File: config.mk
export PLATFORM = sky130hd
export DESIGN_NAME = bcd_7seg_scan_driver
export DESIGN_NICKNAME = d
export VERILOG_FILES = /design/src/rtl/bcd_7seg_scan_driver.sv
export SDC_FILE = /design/constraint.sdc
export NUM_CORES = 1
export LEC_CHECK = 0
export ABC_CLOCK_PERIOD_IN_PS = 4110
export BUFFER_PORTS_ARGS = -buffer_cell sky130_fd_sc_hd__clkbuf_2
export CAP_MARGIN = 20
export CORE_AREA = 4 4 119 75
export DETAILED_ROUTE_END_ITERATION = 7
export DIE_AREA = 0 0 123 79
export GPL_TIMING_DRIVEN = 0
export PLACE_DENSITY = 0.54
export SLEW_MARGIN = 20
export SYNTH_ARGS = -nofsm -noshare
export SYNTH_HDL_FRONTEND = slang
export SYNTH_SLANG_ARGS = --single-unit
File: constraint.sdc
create_clock -name clk -period 4.11 [get_ports clk]
set_input_delay 0.6165 -clock clk [delete_from_list [all_inputs] [get_ports clk]]
set_output_delay 0.6165 -clock clk [all_outputs]
set_load 0.02 [all_outputs]
File: src/rtl/bcd_7seg_scan_driver.sv
`default_nettype none
// +--------------------------------------------------------------------------+
// | bcd_7seg_scan_driver                                                     |
// | Time-multiplexed N-digit BCD to 7-segment driver, double-buffered.       |
// | Option macro: LEADING_ZERO_BLANK_EN (suppress leading zero digits).     |
// | Revision: 1.0                                                            |
// +--------------------------------------------------------------------------+
module bcd_7seg_scan_driver #(
    parameter int NUM_DIGITS     = 4,
    parameter int REFRESH_DIV    = 1000,
    parameter int SEG_ACTIVE_LOW = 0,
    parameter int AN_ACTIVE_LOW  = 0
) (
    input  logic                    clk,
    input  logic                    rst,
    input  logic                    load,
    input  logic [4*NUM_DIGITS-1:0] bcd_in,
    input  logic                    blank,
    output logic [6:0]              seg,
    output logic [NUM_DIGITS-1:0]   an,
    output logic                    frame,
    output logic                    invalid
);

    localparam int CNT_W = (REFRESH_DIV > 1) ? $clog2(REFRESH_DIV) : 1;
    localparam int IDX_W = (NUM_DIGITS > 1) ? $clog2(NUM_DIGITS) : 1;
    localparam logic [CNT_W-1:0]      C_CNT_LAST = CNT_W'(REFRESH_DIV - 1);
    localparam logic [IDX_W-1:0]      C_IDX_LAST = IDX_W'(NUM_DIGITS - 1);
    localparam logic [6:0]            C_SEG_OFF  = (SEG_ACTIVE_LOW != 0) ? 7'h7f : 7'h00;
    localparam logic [NUM_DIGITS-1:0] C_AN_OFF   = (AN_ACTIVE_LOW != 0) ? {NUM_DIGITS{1'b1}}
                                                                        : {NUM_DIGITS{1'b0}};

    logic [CNT_W-1:0]        cnt_q, cnt_d;
    logic [IDX_W-1:0]        idx_q, idx_d;
    logic [4*NUM_DIGITS-1:0] shadow_q, shadow_d;
    logic [4*NUM_DIGITS-1:0] disp_q, disp_d;
    logic [6:0]              seg_q, seg_d;
    logic [NUM_DIGITS-1:0]   an_q, an_d;
    logic                    wrap_q, frame_q;

    logic                    w_cnt_tc;
    logic                    w_wrap;
    logic [3:0]              w_digit;
    logic [NUM_DIGITS-1:0]   w_onehot;
    logic                    w_suppress;
    logic [NUM_DIGITS-1:0]   w_bad;

    function automatic logic [6:0] f_decode(input logic [3:0] d);
        case (d)
            4'd0:    f_decode = 7'b0111111;
            4'd1:    f_decode = 7'b0000110;
            4'd2:    f_decode = 7'b1011011;
            4'd3:    f_decode = 7'b1001111;
            4'd4:    f_decode = 7'b1100110;
            4'd5:    f_decode = 7'b1101101;
            4'd6:    f_decode = 7'b1111101;
            4'd7:    f_decode = 7'b0000111;
            4'd8:    f_decode = 7'b1111111;
            4'd9:    f_decode = 7'b1101111;
            default: f_decode = 7'b1000000;
        endcase
    endfunction

    assign w_cnt_tc = (cnt_q == C_CNT_LAST);
    assign w_wrap   = w_cnt_tc && (idx_q == C_IDX_LAST);
    assign w_digit  = disp_q[{idx_q, 2'b00} +: 4];
    assign w_onehot = NUM_DIGITS'(1) << idx_q;

`ifdef LEADING_ZERO_BLANK_EN
    // w_zero_above[i]: digit i and every higher digit are zero.
    logic [NUM_DIGITS-1:0] w_zero_above;
    for (genvar gi = 0; gi < NUM_DIGITS; gi++) begin : g_lzb
        assign w_zero_above[gi] = (disp_q[4*NUM_DIGITS-1:4*gi] == '0);
    end
    assign w_suppress = (idx_q != '0) && w_zero_above[idx_q];
`else
    assign w_suppress = 1'b0;
`endif

    for (genvar gi = 0; gi < NUM_DIGITS; gi++) begin : g_invalid
        assign w_bad[gi] = (disp_q[4*gi +: 4] > 4'd9);
    end

    always_comb begin
        cnt_d = cnt_q + CNT_W'(1);
        idx_d = idx_q;
        if (w_cnt_tc) begin
            cnt_d = '0;
            idx_d = (idx_q == C_IDX_LAST) ? '0 : idx_q + IDX_W'(1);
        end
        shadow_d = load ? bcd_in : shadow_q;
        // A load landing on the wrap cycle bypasses the shadow so it is not lost.
        disp_d = disp_q;
        if (w_wrap) begin
            disp_d = load ? bcd_in : shadow_q;
        end
        seg_d = (blank || w_suppress) ? C_SEG_OFF : (f_decode(w_digit) ^ C_SEG_OFF);
        an_d  = blank ? C_AN_OFF : (w_onehot ^ C_AN_OFF);
    end

    always_ff @(posedge clk) begin
        if (rst) begin
            cnt_q    <= '0;
            idx_q    <= '0;
            shadow_q <= '0;
            disp_q   <= '0;
            seg_q    <= C_SEG_OFF;
            an_q     <= C_AN_OFF;
            wrap_q   <= 1'b0;
            frame_q  <= 1'b0;
        end else begin
            cnt_q    <= cnt_d;
            idx_q    <= idx_d;
            shadow_q <= shadow_d;
            disp_q   <= disp_d;
            seg_q    <= seg_d;
            an_q     <= an_d;
            wrap_q   <= w_wrap;
            frame_q  <= wrap_q;
        end
    end

    assign seg     = seg_q;
    assign an      = an_q;
    assign frame   = frame_q;
    assign invalid = |w_bad;

endmodule
`default_nettype wire

==> results.cfg, run 1 <==
[sta]
max_slew.worst_pin.slew_ps = 551
slew_headroom_pct = 63.3
finalCriticalPeriod_ps = 2060
drv_slew = 0
skew_ps = 7.37
fin_setup_tns_ps = 0
setup_viol = 0
max_freq_mhz = 486
holdWs_ps = 445
rsz0062_at_grt = no
hold_viol_final = 0
period_share_pct = 50.1

[critical_path]
crit_start = cnt_q[0]
r2r-end = disp_q[10]
cp-start-kind = flip-flop
regToRegSetupSlack_ps = 2050
path_class = flip-flop to flip-flop
cp.required_ps = 4330
critPathMaxFanout = 10
cp-end-kind = flip-flop
reg2regPathDepth = 8
worst_r2r_startpoint = cnt_q[0]
cp.arrival_ps = 2270
cp-endpoint = disp_q[10]

[placed_design]
gp_congestion = 0.819
io_buffers = 31
dp_hpwl_um = 3680
placed_cell_area_um2 = 2600

[clock_tree]
clk_latency_ps = 330
htreeDepth = 3
cts_sinks = 57
cts_tree = built
cts_made_buffers = 9
cts_hold_buf = 0
cts_resized = 0
clk_pin_slew_worst_paths_ps = 50
cts.path.max_buffers = 2
post_cts.repair.setup_buffers = 0
root_buffer = clkbuf_16

[drt]
antenna_left = 0
routed_wl_um = 5010
wl_per_cell_um = 13.1
viasPerCell = 4.47
vias = 1702
route.detailed.drc = 0
firstDrtPassIters = 4
drt-initial-drc-count = 81

[layout]
nets = 296
antenna_cells = 0
final_common_cell = dfxtp_1
layout_common_cells = dfxtp_1, nor2_1, clkbuf_2
fillers = 796
multi_input_area_um2 = 1060
area_delta_synth_final_pct = 23.8
seqCellArea_um2 = 1140
fin_area_um2 = 2850
drive_gt1_share_pct = 22.7

[synth]
avgSynthCellArea_um2 = 10.2
synth_compound_gate_area_share_pct = 11.3
synth-seq-area-share_pct = 49.5
ys_seq_elements = 57
netlist_area_um2 = 2310
synth_simple_gate_area_share_pct = 15.4
synth_mux_area_share_pct = 13.0
synth_warnings = 0
synth_nets = 254
synth_cell_types = 37
synth_fa_ha_area_share_pct = 4.34
synth_top_family_by_area = simple AND/OR/NAND/NOR gates
syn_inst = 226
synthXorXnorAreaFrac_pct = 1.90

[outcome]
status = completed

[global_routing]
grt_max_degree = 11
grt_usage_pct = 11.6
overflow = 0
grt_pass1_wl_um = 8330
grt_pass1_vias = 1689
antenna_found_initial = 0

[run]
cap_violations = 0

[pwr]
powerDensity_nw_per_um2 = 449
ir_drop_mv = 0.176
leakage_nw = 1.22
total_power_mw = 1.28

[floorplan]
start_util_pct = 29.6
core_area_um2 = 7790
die_h_um = 79
ioPinCount = 33
rows = 25
die-area_um2 = 9720
fp.dieW_um = 123

[worst_hold_path]
min_path_type = flip-flop to flip-flop
==> metal layers <==
metal | GRT usage (%) | part of all wire, % | up-vias
met4 | 6.63 | 1.9 | 0
met3 | 5.34 | 6.2 | 9
li1 | - | - | 875
met5 | 0 | 0 | -
met1 | 15.3 | 53 | 776
met2 | 15.4 | 39 | 42
==> registers in the layout, indices dropped and copies added, names as in the netlist <==
signal    cells
shadow_q     16
seg           7
an            4
idx_q         2
frame         1
cnt_q        10
wrap_q        1
disp_q       16
==> worst min path at each step <==
| stage | startpoint | endpoint | depth (start not counted) |
|---|---|---|---|
| 5_1_grt | wrap_q | frame | 1 |
| 4_1_cts | wrap_q | frame | 1 |
| 3_5_place_dp | wrap_q | frame | 1 |
| 2_1_floorplan | wrap_q | frame | 1 |
| 6_report | wrap_q | frame | 1 |
| 3_3_place_gp | wrap_q | frame | 1 |
==> cell families after synthesis <==
kind of cell	after synthesis
and+or+nand+nor	75
DFF	57
AOI/OAI and AO/OA	37
muxes	26
buffers and inverters	18
adders and majority gates	8
xor gates and xnor gates	5
==> cell type report <==
class                           count  share of cell area, %
Clock buffer                       13                   8.42
Timing Repair Buffer               31                   5.44
Inverter                            4                  0.526
Multi-Input combinational cell    151                   37.1
Sequential cell                    57                   40.0
Clock inverter                      3                  0.614
Tap cell                          108                   4.73
Buffer                             14                   3.20
==> worst max-delay path, cell delays in order (launching register included) <==
cell and delay, ps:
dfxtp_1 360, ha_1 260, nand2_1 130, nor4_4 480, and2_1 220, buf_6 130, nor2_2 50, buf_6 150
o22a_1 170
==> stage by stage <==
stage / instances / utilization (%) / setup WS [ps]
3_3_place_gp: 365 / 33.3 / 1920
2_1_floorplan: 226 / - / 2290
6_report: 381 / 36.6 / 2050
5_1_grt: 381 / 36.6 / 1830
4_1_cts: 381 / 36.6 / 2000
3_5_place_dp: 365 / 33.3 / 1910
==> cells in the mapped netlist, drive strengths merged <==
library cell / count / area (µm²)
nand4: 2 / 18.8
mux2: 2 / 22.5
nor4: 1 / 21.3
ha: 8 / 100
dfxtp: 57 / 1140
and3: 1 / 6.26
mux4: 3 / 67.6
a21oi: 8 / 40.0
and2: 1 / 6.26
xnor2: 2 / 17.5
or2: 1 / 6.26
clkbuf: 5 / 18.8
buf: 9 / 72.6
inv: 4 / 15.0
a21o: 1 / 7.51
o31ai: 1 / 7.51
mux2i: 21 / 210
nand2b: 2 / 12.5
xor2: 3 / 26.3
a211oi: 5 / 52.6
nor2b: 2 / 12.5
nand3: 5 / 25.0
o21ai: 10 / 50.1
nor3: 8 / 40.0
nor2: 39 / 149
nor3b: 1 / 7.51
or4: 1 / 7.51
nand2: 11 / 41.3
a31oi: 1 / 6.26
o22a: 11 / 96.3
==> where the power goes <==
part,total (mW),leakage (nW),internal (mW),switching [mW]
Combinational,0.0621,0.628,0.0259,0.0361
Clock,0.646,0.124,0.405,0.241
Sequential,0.575,0.465,0.569,0.00544
No activity file was read; power rests on OpenSTA's default activity.
==> inputs of run 2 (changes only) <==
Settings changed: ABC_CLOCK_PERIOD_IN_PS 4110 to 1730, PLACE_DENSITY 0.54 to 0.55.
Clock period 4.11 ns to 1.73 ns, I/O delays scaled along.
==> run 2 against run 1 <==
Effect of this change:
- wire length increased by 1.6%
- clock skew about the same
- core utilization increased by 2.0 points
- maximum frequency increased by 21%
- register-to-register slack got worse by 2000 ps
- critical path depth decreased by 4
- sequential cell count unchanged
- setup slack got worse by 2000 ps
- die area unchanged
- critical path type unchanged
- largest cell class unchanged
- largest power group unchanged
- highest routed layer unchanged
==> results.cfg, run 2 (synthesized netlist as in run 1, its figures left out) <==
[pwr]
total_power_mw = 3.08
leakage_nw = 1.27
powerDensity_nw_per_um2 = 1020
ir_drop_mv = 0.519

[layout]
fillers = 789
nets = 303
final_common_cell = dfxtp_1
area_delta_synth_final_pct = 30.4
layout_common_cells = dfxtp_1, nor2_1, clkbuf_2
reg_top3 = disp_q: 16 flops, shadow_q: 16 flops, cnt_q: 10 flops
fin_area_um2 = 3010
fin_util_pct = 38.6
drive_gt1_share_pct = 32.0
antenna_cells = 0

[sta]
drv_slew = 0
rsz0062_at_grt = yes
fin_setup_tns_ps = 0
hold_viol_final = 0
slew_headroom_pct = 62.0
period_share_pct = 98.0
skew_ps = 6.99
holdWs_ps = 226
max_freq_mhz = 590
max_slew.worst_pin.slew_ps = 571
finalCriticalPeriod_ps = 1690
setup_viol = 0

[critical_path]
cp-endpoint = seg[6]
cp.depth = 4
cp-start-kind = flip-flop
cp.required_ps = 1980
critPathMaxFanout = 6
r2r-end = seg[6]
slowest_delay_ps = 600
worst_r2r_startpoint = idx_q[0]
slowest_stage = mux4_2
cp.arrival_ps = 1940
path_delay_family = multiplexers
crit_buf_inv = 0
crit_start = idx_q[0]
cp-end-kind = flip-flop
worstPathCellList = mux4_2, ha_2, mux2_2, a21oi_2
reg2regPathDepth = 4
path_class = flip-flop to flip-flop
regToRegSetupSlack_ps = 40

[global_routing]
grt_usage_pct = 11.5
overflow = 0
antenna_found_initial = 0
grt_max_degree = 11
grt_pass1_wl_um = 8310
grt_pass1_vias = 1725

[placed_design]
dp_hpwl_um = 3610
io_buffers = 31
gp_congestion = 0.793
placed_cell_area_um2 = 2610

[drt]
viasPerCell = 4.48
firstDrtPassIters = 4
routed_wl_um = 5090
route.detailed.drc = 0
drt-initial-drc-count = 88
wl_per_cell_um = 13.2
vias = 1730
antenna_left = 0

[floorplan]
die-area_um2 = 9720
die_h_um = 79
start_util_pct = 29.6
ioPinCount = 33
rows = 25
fp.dieW_um = 123
core_area_um2 = 7790

[clock_tree]
cts_sinks = 57
cts_tree = built
cts.path.max_buffers = 2
htreeDepth = 3
root_buffer = clkbuf_16
clk_latency_ps = 320
clk_pin_slew_worst_paths_ps = 50
cts_made_buffers = 9
cts_hold_buf = 0

[worst_hold_path]
min_path_type = input pin to flip-flop

[run]
cap_violations = 0

[outcome]
status = completed
-- run 2: changes by cell type in the layout (fill, tap and decap cells not counted), sizes merged --
cell	change
buf	+8
clkinv	-2
clkinvlp	-1
-- run 2: repair_timing --
item | CTS | global route
pin swaps | 4 | 6
cloned | 0 | 0
endpoints found under the setup margin | 24 | 22
setup buffers | 5 | 3
gates resized for setup | 11 | 18
-- run 2: routing by layer --
layer | routed length (µm) | vias to the layer above | global-route usage [%]
li1 | - | 886 | -
met1 | 2690 | 803 | 15.6
met2 | 2070 | 33 | 15.6
met3 | 243 | 8 | 5.20
met4 | 83 | 0 | 4.97
met5 | 0 | - | 0
-- run 2: cell type report --
class / count / area [µm²] / area share [%]
buffer: 13 / 88.8 / 2.95
clock buffer: 14 / 264 / 8.78
inverter: 4 / 20.0 / 0.666
multi-input combinational: 151 / 1130 / 37.5
sequential: 57 / 1150 / 38.3
tap: 108 / 135 / 4.49
timing repair buffer: 39 / 219 / 7.28
-- run 2: worst min-delay path by stage --
stage	startpoint	endpoint	slack (ps)	depth (start not counted)
5_1_grt	bcd_in[4]	shadow_q[4]	250	3
6_report	bcd_in[14]	shadow_q[14]	230	3
2_1_floorplan	wrap_q	frame	410	1
3_3_place_gp	wrap_q	frame	460	1
3_5_place_dp	wrap_q	frame	450	1
4_1_cts	bcd_in[14]	shadow_q[14]	230	3
-- run 2: metrics by stage --
stage	setup slack, ps	instances
finish	35.2	386
global route	-45.3	386
CTS	7.98	384
detailed placement	-218	365
global placement	-221	365
floorplan	0.0513	226
-- run 2: power by group --
group	switching (mW)	internal [mW]	total [mW]
combinational	0.0868	0.0633	0.150
sequential	0.0151	1.35	1.37
clock	0.536	1.03	1.56
total	0.638	2.44	3.08
-- run 2: tightest hold or removal path: cells and delay by family --
kind                   cells  cell delay (ps)
AND/OR/NAND/NOR            1               90
buffers and inverters      1               80
multiplexers               1               90
==> inputs of run 3 (changes only) <==
Settings changed: ABC_AREA set to 1, ABC_CLOCK_PERIOD_IN_PS 1730 to 1600, CORE_AREA 4 4 119 75 to 4 4 123 78, DIE_AREA 0 0 123 79 to 0 0 127 82, PLACE_DENSITY 0.55 to 0.53.
Clock period 1.73 ns to 1.6 ns, I/O delays scaled along.
==> run 3 against run 2 <==
Effect of this change:
- sequential cell count unchanged
- core utilization up 1.6 points
- largest cell class is now multi-input gates
- clock power rose by 12%
- non-clock buffer count rose by 6
==> results.cfg, run 3 <==
[sta]
setup_viol = 0
finalCriticalPeriod_ps = 1570
slew_headroom_pct = 66.7
max_freq_mhz = 636
hold_viol_final = 0
skew_ps = 8.22
period_share_pct = 98.2
holdWs_ps = 180
max_slew.worst_pin.slew_ps = 499
drv_slew = 0
rsz0062_at_grt = yes
layout_setup_ws_ps = 28.3

[layout]
fillers = 858
fin_util_pct = 40.2
final_common_cell = nand2_1
drive_gt1_share_pct = 33.4
nets = 397
antenna_cells = 0
reg_top3 = disp_q: 16 flops, shadow_q: 16 flops, cnt_q: 10 flops
layout_common_cells = nand2_1, dfxtp_1, nor2_1
area_delta_synth_final_pct = 36.5
stdcell_count = 483

[critical_path]
cp.required_ps = 1850
critPathMaxFanout = 7
crit_buf_inv = 3
regToRegSetupSlack_ps = 30
r2r-end = seg[5]
cp.depth = 11
cp-end-kind = flip-flop
cp-start-kind = flip-flop
reg2regPathDepth = 11
cp-endpoint = seg[5]
path_delay_family = simple AND/OR/NAND/NOR gates
path_class = flip-flop to flip-flop
worstPathCellList = clkinvlp_4, nand2_2, nand3_2, nand2_4, inv_4, ha_4, inv_2, nand3_2, nand2_1, nand2_1, a21oi_2
slowest_delay_ps = 380
slowest_stage = dfxtp_4
cp.arrival_ps = 1820
crit_start = idx_q[0]
worst_r2r_startpoint = idx_q[0]

[placed_design]
dp_hpwl_um = 4050
dp_slack_ps = -242
placed_cells = 454
io_buffers = 31
gp_congestion = 0.813

[worst_hold_path]
hold_path_depth = 3
min_path_type = input pin to flip-flop

[global_routing]
grt_max_degree = 11
gr-max-usage-layer = met1
grt_use_met1_pct = 16.3
grt.met2_usage_pct = 15.7
grt_pass1_vias = 1951
overflow = 0
grt_usage_pct = 11.7
grt_pass1_wl_um = 9310
grt_use_met3_pct = 5.00
antenna_found_initial = 0

[synth]
syn_inst = 311
synth_cell_types = 29
yosys-top-cells-area = dfxtp_1, nand2_1, nor2_1, mux2i_1, ha_1
synth_most_common_cell = nand2_1
synth_warnings = 0
yosys_most_used_dff = dfxtp_1
netlist_area_um2 = 2470
synth_edf_count = 0
ys_seq_elements = 57
synth_top_area_share_pct = 46.2
synth-seq-area-share_pct = 46.2
yosys.area.top_type = dfxtp_1
synth_nets = 339
synth_commonest_cells = nand2_1, dfxtp_1, nor2_1, inv_1
avgSynthCellArea_um2 = 7.95
synth-async-reset-ratio_pct = 0

[drt]
vias = 2095
viasPerCell = 4.34
antenna_left = 0
drt-initial-drc-count = 105
firstDrtPassIters = 4
route.detailed.drc = 0
wl_per_cell_um = 12.3
routed_wl_um = 5950

[clock_tree]
cts.path.max_buffers = 2
clk_pin_slew_worst_paths_ps = 50
cts_made_buffers = 9
cts_tree = built
htreeDepth = 3
cts_sinks = 57
root_buffer = clkbuf_16
clk_latency_ps = 330

[floorplan]
ioPinCount = 33
core_area_um2 = 8390
die_h_um = 82
start_util_pct = 29.5
die-area_um2 = 10400
rows = 26
fp.dieW_um = 127

[pwr]
powerDensity_nw_per_um2 = 1000
leakage_nw = 1.47
ir_drop_mv = 0.445

[outcome]
status = completed

[run]
cap_violations = 0
-- run 3: cell count changes after synthesis, moves of 4 or more --
cell and delta:
nand2_1 +65, inv_1 +13, nor2_2 +13, nand3_1 +11
o22a_1 -11, nor2_1 +10, a21oi_1 +7, mux2i_1 -5
nand2_2 +4, nor3_1 -4
-- run 3: how the worst min path moves through the flow --
stage | from | slack (ps) | to
2_1_floorplan | wrap_q | 390 | frame
3_3_place_gp | wrap_q | 400 | frame
3_5_place_dp | wrap_q | 400 | frame
4_1_cts | bcd_in[13] | 170 | shadow_q[13]
5_1_grt | bcd_in[8] | 190 | shadow_q[8]
6_report | bcd_in[13] | 180 | shadow_q[13]
-- run 3: logic make-up (layout without fill, tap and decap cells) --
| family | Yosys count | in the layout | share of synthesized area, % |
|---|---|---|---|
| fa+ha+maj | 8 | 8 | 4.05 |
| compound gates | 26 | 26 | 5.52 |
| simple gates | 174 | 174 | 31.8 |
| mux | 16 | 16 | 6.48 |
| buf+inv | 30 | 90 | 5.97 |
| flops | 57 | 57 | 46.2 |
-- run 3: metal layers --
metal / up-vias / wire length, µm
li1: 1106 / -
met1: 938 / 3170
met2: 42 / 2350
met3: 9 / 357
met4: 0 / 67
met5: - / 0
-- run 3: layout make-up --
type	instances	area (µm²)	share of cell area [%]
Multi-Input combinational cell	224	1320	39.2
Tap cell	112	140	4.15
Timing Repair Buffer	48	322	9.53
Buffer	10	85.1	2.52
Inverter	19	80.1	2.37
Clock buffer	13	270	8.01
Sequential cell	57	1150	34.2
-- run 3: what timing repair did --
| action | in CTS | in global routing |
|---|---|---|
| hold buffers | 0 | 0 |
| endpoints found under the setup margin | 7 | 25 |
| resized for setup | 9 | 40 |
| endpoints found under the hold margin | 0 | 0 |
| setup buffers | 6 | 9 |
| pin swaps | 2 | 12 |
| gates cloned | 0 | 2 |
-- run 3: metrics by stage --
step	cell area [µm²]	setup TNS (ps)	power [mW]
after floorplan	2470	0	1.61
after detailed placement	2770	-900	1.67
after CTS	3100	0	3.42
after global routing	3370	-233	3.50
final	3370	0	3.38
after global placement	2770	-460	1.66
-- run 3: power by group --
part	leakage, nW	internal [mW]	switching [mW]
logic	0.865	0.0659	0.0969
registers	0.467	1.46	0.0144
clock network	0.134	1.14	0.594
total	1.47	2.67	0.706
-- run 3: worst reg2reg max path, cell delays in order (launching register included) --
cell        delay [ps]
dfxtp_4            380
clkinvlp_4         180
nand2_2            120
nand3_2             80
nand2_4            110
inv_4               60
ha_4               150
inv_2               50
nand3_2             90
nand2_1             90
nand2_1             70
a21oi_2            130
